### config.mk
export PLATFORM = sky130hd
export DESIGN_NAME = decode_fwd_unit_flat
export DESIGN_NICKNAME = d
export VERILOG_FILES = /design/src/rtl/decode_fwd_unit_pkg.sv /design/src/rtl/decode_fwd_unit_if.sv /design/src/rtl/decode_fwd_unit_fwd_select.sv /design/src/rtl/decode_fwd_unit.sv /design/src/flat_wrapper.sv
export SDC_FILE = /design/constraint.sdc
export NUM_CORES = 1
export LEC_CHECK = 0
export BUFFER_PORTS_ARGS = -buffer_cell sky130_fd_sc_hd__buf_4
export CORE_MARGIN = 4
export CORE_UTILIZATION = 49
export CTS_CLUSTER_SIZE = 16
export DETAILED_ROUTE_END_ITERATION = 12
export MAX_ROUTING_LAYER = met4
export PLACE_DENSITY = 0.91
export SLEW_MARGIN = 15
export SYNTH_ARGS = -nofsm -noshare
export SYNTH_HDL_FRONTEND = slang
export SYNTH_HIERARCHICAL = 1
export SYNTH_SLANG_ARGS = --single-unit
### constraint.sdc
create_clock -name clk -period 2 [get_ports clk]
set_input_delay 0.2 -clock clk [delete_from_list [all_inputs] [get_ports clk]]
set_output_delay 0.2 -clock clk [all_outputs]
set_load 0.01 [all_outputs]
### src/rtl/decode_fwd_unit_pkg.sv
// Shared types and constants for the 16-bit MIPS decode/issue stage:
// opcodes, ALU and mux-select encodings, and the issue history entry.
package mips16_pkg;

    localparam int IW  = 32;
    localparam int DW  = 16;
    localparam int RAW = 5;

    localparam logic [5:0] OP_NOP  = 6'd0;
    localparam logic [5:0] OP_ADD  = 6'd1;
    localparam logic [5:0] OP_SUB  = 6'd2;
    localparam logic [5:0] OP_AND  = 6'd3;
    localparam logic [5:0] OP_OR   = 6'd4;
    localparam logic [5:0] OP_ADDI = 6'd8;
    localparam logic [5:0] OP_ANDI = 6'd9;
    localparam logic [5:0] OP_LW   = 6'd12;

    typedef enum logic [3:0] {
        ALU_NOP = 4'd0,
        ALU_ADD = 4'd1,
        ALU_SUB = 4'd2,
        ALU_AND = 4'd3,
        ALU_OR  = 4'd4
    } alu_op_t;

    typedef enum logic [1:0] {
        SEL_RF = 2'b00,
        SEL_EX = 2'b01,
        SEL_DM = 2'b10,
        SEL_WB = 2'b11
    } mux_sel_t;

    typedef struct packed {
        logic           valid;
        logic [RAW-1:0] rw;
        logic           wr_en;
        logic           is_load;
    } hist_entry_t;

    typedef struct packed {
        logic    use_a;
        logic    use_b;
        logic    writes;
        logic    is_load;
        logic    imm_sel;
        alu_op_t alu_op;
    } dec_t;

    // Unknown opcodes fall through to the NOP decode: no reads, no write.
    function automatic dec_t decode_op(input logic [5:0] op);
        dec_t d;
        d = '{use_a: 1'b0, use_b: 1'b0, writes: 1'b0, is_load: 1'b0,
              imm_sel: 1'b0, alu_op: ALU_NOP};
        case (op)
            OP_ADD:  d = '{1'b1, 1'b1, 1'b1, 1'b0, 1'b0, ALU_ADD};
            OP_SUB:  d = '{1'b1, 1'b1, 1'b1, 1'b0, 1'b0, ALU_SUB};
            OP_AND:  d = '{1'b1, 1'b1, 1'b1, 1'b0, 1'b0, ALU_AND};
            OP_OR:   d = '{1'b1, 1'b1, 1'b1, 1'b0, 1'b0, ALU_OR};
            OP_ADDI: d = '{1'b1, 1'b0, 1'b1, 1'b0, 1'b1, ALU_ADD};
            OP_ANDI: d = '{1'b1, 1'b0, 1'b1, 1'b0, 1'b1, ALU_AND};
            OP_LW:   d = '{1'b1, 1'b0, 1'b1, 1'b1, 1'b1, ALU_ADD};
            default: d = d;
        endcase
        return d;
    endfunction

endpackage

### src/rtl/decode_fwd_unit_if.sv
// Fetch-side instruction handshake plus the issue bundle toward register_bank/EX.
// valid/ready: instr transfers on a cycle where instr_valid && instr_ready; instr_ready does not depend on anything but instr_valid, instr and history.
interface decode_fwd_unit_if;
    import mips16_pkg::*;

    logic [IW-1:0]  instr;
    logic           instr_valid;
    logic           instr_ready;
    logic [RAW-1:0] RA;
    logic [RAW-1:0] RB;
    logic [DW-1:0]  imm;
    logic           imm_sel;
    logic [1:0]     mux_sel_A;
    logic [1:0]     mux_sel_B;
    logic [3:0]     alu_op;
    logic [RAW-1:0] rw_out;
    logic           wr_en_out;
    logic           is_load_out;
    logic           issue_valid;

    modport master (
        output instr, instr_valid,
        input  instr_ready, RA, RB, imm, imm_sel, mux_sel_A, mux_sel_B,
               alu_op, rw_out, wr_en_out, is_load_out, issue_valid
    );

    modport slave (
        input  instr, instr_valid,
        output instr_ready, RA, RB, imm, imm_sel, mux_sel_A, mux_sel_B,
               alu_op, rw_out, wr_en_out, is_load_out, issue_valid
    );

endinterface

### src/rtl/decode_fwd_unit_fwd_select.sv
// Forwarding comparator for one source operand against the three-deep issue
// history; youngest matching producer wins.
module decode_fwd_unit_fwd_select
    import mips16_pkg::*;
(
    input  logic [RAW-1:0] src,
    input  logic           used,
    input  hist_entry_t    h1,
    input  hist_entry_t    h2,
    input  hist_entry_t    h3,
    output logic [1:0]     sel,
    output logic           load_hit
);

    logic hit1, hit2, hit3;

    // r0 is never a producer, even if a stale entry claimed it.
    assign hit1 = used && (src != '0) && h1.valid && h1.wr_en && (h1.rw == src);
    assign hit2 = used && (src != '0) && h2.valid && h2.wr_en && (h2.rw == src);
    assign hit3 = used && (src != '0) && h3.valid && h3.wr_en && (h3.rw == src);

    always_comb begin
        sel = SEL_RF;
        if (hit1)      sel = SEL_EX;
        else if (hit2) sel = SEL_DM;
        else if (hit3) sel = SEL_WB;
    end

    assign load_hit = hit1 && h1.is_load;

endmodule

### src/rtl/decode_fwd_unit.sv
// Decode/issue stage: registers operand addresses and forwarding selects for
// register_bank and inserts a single bubble on load-use hazards.
module decode_fwd_unit
    import mips16_pkg::*;
(
    input  logic                 clk,
    input  logic                 rst_n,
    decode_fwd_unit_if.slave     bus
);

    logic [5:0]     op;
    logic [RAW-1:0] f_rw, f_ra, f_rb;
    logic [DW-1:0]  f_imm;
    dec_t           dec;
    logic           wr_en;
    logic [1:0]     sel_a, sel_b;
    logic           load_hit_a, load_hit_b;
    logic           stall, issue;
    hist_entry_t    h1, h2, h3;

    assign op    = bus.instr[31:26];
    assign f_rw  = bus.instr[25:21];
    assign f_ra  = bus.instr[20:16];
    assign f_rb  = bus.instr[15:11];
    assign f_imm = bus.instr[15:0];
    assign dec   = decode_op(op);
    assign wr_en = dec.writes && (f_rw != '0);

    decode_fwd_unit_fwd_select u_sel_a (
        .src      (f_ra),
        .used     (dec.use_a),
        .h1       (h1),
        .h2       (h2),
        .h3       (h3),
        .sel      (sel_a),
        .load_hit (load_hit_a)
    );

    decode_fwd_unit_fwd_select u_sel_b (
        .src      (f_rb),
        .used     (dec.use_b),
        .h1       (h1),
        .h2       (h2),
        .h3       (h3),
        .sel      (sel_b),
        .load_hit (load_hit_b)
    );

    // A load result is only available from DM, so a consumer right behind it waits one cycle.
    assign stall           = bus.instr_valid && (load_hit_a || load_hit_b);
    assign issue           = bus.instr_valid && !stall;
    assign bus.instr_ready = !stall;

    always_ff @(posedge clk or negedge rst_n) begin
        if (!rst_n) begin
            bus.RA          <= '0;
            bus.RB          <= '0;
            bus.imm         <= '0;
            bus.imm_sel     <= 1'b0;
            bus.mux_sel_A   <= SEL_RF;
            bus.mux_sel_B   <= SEL_RF;
            bus.alu_op      <= ALU_NOP;
            bus.rw_out      <= '0;
            bus.wr_en_out   <= 1'b0;
            bus.is_load_out <= 1'b0;
            bus.issue_valid <= 1'b0;
            h1              <= '0;
            h2              <= '0;
            h3              <= '0;
        end else begin
            h3 <= h2;
            h2 <= h1;
            if (issue) begin
                bus.RA          <= f_ra;
                bus.RB          <= f_rb;
                bus.imm         <= f_imm;
                bus.imm_sel     <= dec.imm_sel;
                bus.mux_sel_A   <= sel_a;
                bus.mux_sel_B   <= sel_b;
                bus.alu_op      <= dec.alu_op;
                bus.rw_out      <= f_rw;
                bus.wr_en_out   <= wr_en;
                bus.is_load_out <= dec.is_load;
                bus.issue_valid <= 1'b1;
                h1              <= '{valid: 1'b1, rw: f_rw, wr_en: wr_en, is_load: dec.is_load};
            end else begin
                bus.RA          <= '0;
                bus.RB          <= '0;
                bus.imm         <= '0;
                bus.imm_sel     <= 1'b0;
                bus.mux_sel_A   <= SEL_RF;
                bus.mux_sel_B   <= SEL_RF;
                bus.alu_op      <= ALU_NOP;
                bus.rw_out      <= '0;
                bus.wr_en_out   <= 1'b0;
                bus.is_load_out <= 1'b0;
                bus.issue_valid <= 1'b0;
                h1              <= '0;
            end
        end
    end

endmodule

### src/flat_wrapper.sv
// flat-port wrapper written by rule: the top's interface ports become plain ports
module decode_fwd_unit_flat import mips16_pkg::*;
  (clk, rst_n, bus_instr, bus_instr_valid, bus_instr_ready, bus_RA, bus_RB, bus_imm, bus_imm_sel, bus_mux_sel_A, bus_mux_sel_B, bus_alu_op, bus_rw_out, bus_wr_en_out, bus_is_load_out, bus_issue_valid);
  decode_fwd_unit_if bus_i ();
  input  logic clk;
  input  logic rst_n;
  input wire logic [$bits(bus_i.instr)-1:0] bus_instr;
  input wire logic [$bits(bus_i.instr_valid)-1:0] bus_instr_valid;
  output wire logic [$bits(bus_i.instr_ready)-1:0] bus_instr_ready;
  output wire logic [$bits(bus_i.RA)-1:0] bus_RA;
  output wire logic [$bits(bus_i.RB)-1:0] bus_RB;
  output wire logic [$bits(bus_i.imm)-1:0] bus_imm;
  output wire logic [$bits(bus_i.imm_sel)-1:0] bus_imm_sel;
  output wire logic [$bits(bus_i.mux_sel_A)-1:0] bus_mux_sel_A;
  output wire logic [$bits(bus_i.mux_sel_B)-1:0] bus_mux_sel_B;
  output wire logic [$bits(bus_i.alu_op)-1:0] bus_alu_op;
  output wire logic [$bits(bus_i.rw_out)-1:0] bus_rw_out;
  output wire logic [$bits(bus_i.wr_en_out)-1:0] bus_wr_en_out;
  output wire logic [$bits(bus_i.is_load_out)-1:0] bus_is_load_out;
  output wire logic [$bits(bus_i.issue_valid)-1:0] bus_issue_valid;
  assign bus_i.instr = bus_instr;
  assign bus_i.instr_valid = bus_instr_valid;
  assign bus_instr_ready = bus_i.instr_ready;
  assign bus_RA = bus_i.RA;
  assign bus_RB = bus_i.RB;
  assign bus_imm = bus_i.imm;
  assign bus_imm_sel = bus_i.imm_sel;
  assign bus_mux_sel_A = bus_i.mux_sel_A;
  assign bus_mux_sel_B = bus_i.mux_sel_B;
  assign bus_alu_op = bus_i.alu_op;
  assign bus_rw_out = bus_i.rw_out;
  assign bus_wr_en_out = bus_i.wr_en_out;
  assign bus_is_load_out = bus_i.is_load_out;
  assign bus_issue_valid = bus_i.issue_valid;
  decode_fwd_unit u_core (.clk(clk), .rst_n(rst_n), .bus(bus_i));
endmodule
# Word-level counts from Yosys, hierarchy flattened
# Cells that the tools add are included.
dict set report totals {
  wordCells 83
  reg_bits 65
  output_inout_bits 44
}
dict set report op_classes {
  reduce_logical 30
  mux 19
  eq_ne 13
}
# cell count
set op_table {}
lappend op_table {{$pmux 9 s7} 1}
lappend op_table {{$eq 5x5->1} 6}
lappend op_table {{$logic_and 1x1->1} 25}
lappend op_table {{$eq 6x4->1 const B} 3}
lappend op_table {{$mux 16} 1}
lappend op_table {{$mux 2} 8}
lappend op_table {{$mux 5} 3}
lappend op_table {{$reduce_bool 5->1} 3}
lappend op_table {{$eq 6x2->1 const B} 2}
lappend op_table {{$mux 8} 1}
lappend op_table {{$eq 6x1->1 const B} 1}
lappend op_table {{$eq 6x3->1 const B} 1}
lappend op_table {{$mux 1} 4}
lappend op_table {{$mux 4} 1}
lappend op_table {{$logic_not 1->1} 1}
lappend op_table {{$logic_or 1x1->1} 1}

# Logic depth before layout (Yosys ltp)
dict set report logic_depth {
  ltp_word 12
  depth_mapped 10
}

# Cells and area by module
# Netlist, hierarchy kept.
# module instances area_per_inst_um2 cells_per_inst seq_area_each_um2
set by_module_without_submodules {}
lappend by_module_without_submodules {decode_fwd_unit 1 1742.9 120 1326.3}
lappend by_module_without_submodules {decode_fwd_unit_fwd_select 2 227.7 30 0.0}

# Worst setup path after synthesis
# Ideal clock, no wire load.
dict set report synth_timing {
  kind {input-to-reg}
  start {in bus_instr[29]}
  end {reg u_core.bus.imm[10]}
  stages 10
  setup_ns 0.119
  t_arrival_ns 1.779
  path_buffers 2
  path_slack_ns 0.102
  required_ns 1.881
  cell_sequence {buf_4 > nor2_1 > mux2_4 > nor2_1 > o21ai_2 > nor3_1 > and2_1 > nor3b_4 > buf_2 > and2_1}
}
dict set report synth_between {
  elab_chain_len 12
}
# element line
set synth_rtl {}
lappend synth_rtl {{from (decl)} flat_wrapper.sv:7} ;# input wire logic [$bits(bus_i.instr)-1:0] bus_instr;
lappend synth_rtl {{$eq 6x4->1 (tied with other cells)} decode_fwd_unit_pkg.sv:54} ;# case (op)
lappend synth_rtl {{$pmux 9 s7 *} decode_fwd_unit_pkg.sv:54}
lappend synth_rtl {{$logic_and 1x1->1 * (4 in a row)} decode_fwd_unit_fwd_select.sv:18} ;# assign hit1 = used && (src != '0) && h1.valid && h1.wr_en && (h1.rw == src);
lappend synth_rtl {{$logic_and 1x1->1 *} decode_fwd_unit_fwd_select.sv:29} ;# assign load_hit = hit1 && h1.is_load;
lappend synth_rtl {{net u_core.load_hit_a} decode_fwd_unit.sv:17} ;# logic load_hit_a, load_hit_b;
lappend synth_rtl {{$logic_or 1x1->1 *} decode_fwd_unit.sv:50} ;# assign stall = bus.instr_valid && (load_hit_a || load_hit_b);
lappend synth_rtl {{$logic_and 1x1->1 *} decode_fwd_unit.sv:50}
lappend synth_rtl {{$logic_not 1->1 *} decode_fwd_unit.sv:51} ;# assign issue = bus.instr_valid && !stall;
lappend synth_rtl {{$logic_and 1x1->1 *} decode_fwd_unit.sv:51}
lappend synth_rtl {{net u_core.issue} decode_fwd_unit.sv:18} ;# logic stall, issue;
lappend synth_rtl {{$mux 16 *} decode_fwd_unit.sv:73} ;# if (issue) begin
lappend synth_rtl {{to (signal assigned)} decode_fwd_unit.sv:76} ;# bus.imm <= f_imm;
lappend synth_rtl {{to (decl)} decode_fwd_unit_if.sv:29} ;# output instr_ready, RA, RB, imm, imm_sel, mux_sel_A, mux_sel_B,
# The timed path passes the listed nets; every way through them passes the cells marked *.

# Final worst setup path
dict set report layout_timing {
  start {in bus_instr[28]}
  end {out bus_instr_ready}
}
dict set report layout_between {
  elab_chain_len 10
}
# element line
set layout_rtl {}
lappend layout_rtl {{$eq 6x4->1 (tied with other cells)} decode_fwd_unit_pkg.sv:54}
lappend layout_rtl {{$pmux 9 s7 *} decode_fwd_unit_pkg.sv:54}
lappend layout_rtl {{$logic_and 1x1->1 * (4 in a row)} decode_fwd_unit_fwd_select.sv:18}
lappend layout_rtl {{$logic_and 1x1->1 *} decode_fwd_unit_fwd_select.sv:29}
lappend layout_rtl {{net u_core.load_hit_a} decode_fwd_unit.sv:17}
lappend layout_rtl {{$logic_or 1x1->1 *} decode_fwd_unit.sv:50}
lappend layout_rtl {{$logic_and 1x1->1 *} decode_fwd_unit.sv:50}
lappend layout_rtl {{$logic_not 1->1 *} decode_fwd_unit.sv:52} ;# assign bus.instr_ready = !stall;
lappend layout_rtl {{to (decl)} flat_wrapper.sv:9} ;# output wire logic [$bits(bus_i.instr_ready)-1:0] bus_instr_ready;
# Marks and branches as above.

==> metrics <==
netlist area before placement ~2100 um2; overflow left after global routing 0; maximum number of pins on one net before global-route repair between 50 and 60; final period utilization a little over nine tenths; CP bufs+invs 2; Setup TNS Final 0 ns; Crit. path cell count 9; DR iter-0 viols 95; clock insertion delay at the later pin of the skew report 0.30 ns; layout cells sized above 1 between 40 and 50%; Critical-path top delay cell mux2_4; DIE AREA about 5500 um2; endpoints failing hold 0; gate count of the mapped netlist 178; Detail Route Antenna Nets 0; least setup slack across all paths after layout ~0.05 ns; launching element type of the critical path input pin; worst setup slack after placement -0.150 ns; LEAKAGE between 1 and 1.5 nW; Hold Crit Class input pin to register; net total in the final layout around 310; multi-input logic area ~840 um2; height of the chip about 74 um; max-cap violation count 0; flop2flop setup slack approximately 0.19 ns; TritonCTS clock tree built; cell family with the largest share of critical-path delay simple AND/OR/NAND/NOR gates; Reg clk slew, reported paths about 0.090 ns; Power per Cell Area around 650 nW/um2; CTS sink count 51; routability-driven placement congestion ratio approximately 0.87; maximum root-to-sink buffer count 2; crit path kind input pin to output port; YS warnings 6; total half-perimeter wirelength after legalization and detailed placement between 3 and 4 mm; Placement Rows 23; number of buffers inserted during clock tree synthesis 5; max-slew violation count 0; deepest level of the CTS H-tree 2; number of antenna diodes 0; fin area a little over 3000 um2; Relative slew margins 59.4%; vias per cell approximately 5; total DRC errors in the routed layout 0; result of the run finished clean; initial antenna violation count 0; Die W between 70 and 80 um; Min Hold Slack around 0.10 ns; detailed-route wire length per cell 14.9 um; syn_nets about 210; total power after layout 1.99 mW; vias in the first global route approximately 1,600; count of cells along the worst hold path 2; final setup violation count 0; Area Growth Syn to Fin 41.9%; wire length of the first global-routing pass ~7.7 mm; Slew @ Worst Pin roughly 0.61 ns; Crit. End Element output port; total wire length between 4 and 5 mm; fillcell total 309; Initial Util between 50% and 60%; delay contributed by the slowest stage of the critical path between 0.3 and 0.4 ns; Arrival @ worst endpoint roughly 1.8 ns; maximum vdd drop between 0.4 and 0.5 mV; number of cell instances on the worst register-to-register path 8; Port Buffers 77; Root Buffer Master clkbuf_8; Floorplan Core Area ~4100 um2; endpoint required time on the critical path 1.80 ns; CP Max Fanout 2; series of cell instances along the critical path buf_4 > nor2_1 > mux2_4 > nor2_1 > o21ai_2 > nor3_2 > and2_4 > o21ai_1 > buf_4; average footprint of a synthesized cell roughly 12 um2; # IOs between 70 and 80; Placed Instance Area between 2000 and 3000 um2; Max Freq roughly 0.51 GHz; final critical path time including I/O delays and setup about 2.0 ns; Pre-antenna DRT Iters 4; Sequential cell area between 1000 and 1500 um2; detailed-route via count 1,602; Fin Clk Skew ~0.010 ns; All-Layer GR Usage 19.3%
stage by stage:
step | std cells | util, %
2_1_floorplan | 178 | -
3_3_place_gp | 314 | 69.6
3_5_place_dp | 314 | 69.6
4_1_cts | 324 | 72.6
5_1_grt | 330 | 74.1
6_report | 330 | 74.1
worst register-to-register path, cell delays in order (launching register included):
cell,delay [ns]
dfrtp_1,0.43
xnor2_1,0.19
nand4_1,0.13
nor3_2,0.25
and2_4,0.18
buf_4,0.11
nor3b_4,0.04
buf_4,0.20
and2_1,0.18
worst paths after layout:
path	start	to
worst max-delay path	bus_instr[28]	bus_instr_ready
worst min-delay path	bus_instr[3]	u_core/bus.imm[3]$_DFF_PN0_
worst max register to register	u_core/bus.rw_out[4]$_DFF_PN0_	u_core/bus.mux_sel_B[1]$_DFF_PN0_
worst min register to register	u_core/h2[1]$_DFF_PN0_	u_core/h3[1]$_DFF_PN0_
max in group asynchronous	rst_n	u_core/h1[3]$_DFF_PN0_
min in group asynchronous	rst_n	u_core/h2[2]$_DFF_PN0_
routing by layer:
metal  up-vias  wire length, um  track usage (%)
met2        65             2490             31.5
met3        14              337             4.73
met1       740             1990             23.0
li1        783                -                -
met5         -                0                -
met4         0              109             7.51
state kept, by name (all words and copies together), names as in the netlist, 2 cells and up:
| register | flops |
|---|---|
| u_core/bus.mux_sel_A | 2 |
| u_core/bus.alu_op | 3 |
| u_core/h1 | 4 |
| u_core/bus.mux_sel_B | 2 |
| u_core/bus.imm | 15 |
| u_core/h2 | 7 |
| u_core/bus.RA | 5 |
| u_core/h3 | 7 |
layout make-up:
type / count / area share [%]
tap: 50 / 2.05
sequential: 51 / 42.0
timing repair buffer: 104 / 25.7
multi-input combinational: 117 / 27.4
clock buffer: 5 / 2.26
clock inverter: 3 / 0.616
placed cells by master (no fill, tap or decap), types with 2 or more instances in the layout:
cell type    n
buf_4      103
dfrtp_1     49
and2_1      30
xnor2_1     27
nand2_1      8
nand4_1      6
clkbuf_8     5
nor2_1       5
nor3_1       5
nand3_1      5
or4_1        3
xor2_1       3
clkinv_2     2
o21ai_1      2
dfrtp_2      2
o21ai_2      2
or4_4        2
nor3_2       2
a21o_1       2
and2_4       2
or3_2        2
a21oi_1      2
where the power goes:
| group | internal, mW | switching, mW |
|---|---|---|
| Clock | 0.246 | 0.322 |
| Sequential | 1.07 | 0.0284 |
| Combinational | 0.177 | 0.142 |
| Total | 1.50 | 0.492 |
timing repair:
item	in CTS	in global routing
buffers inserted	1	6
endpoints found under the setup margin	1	1
pin swaps	3	5
endpoints found under the hold margin	51	0
resized for setup	5	5
hold buffers	1	0
No activity file was read; power rests on OpenSTA's default activity.
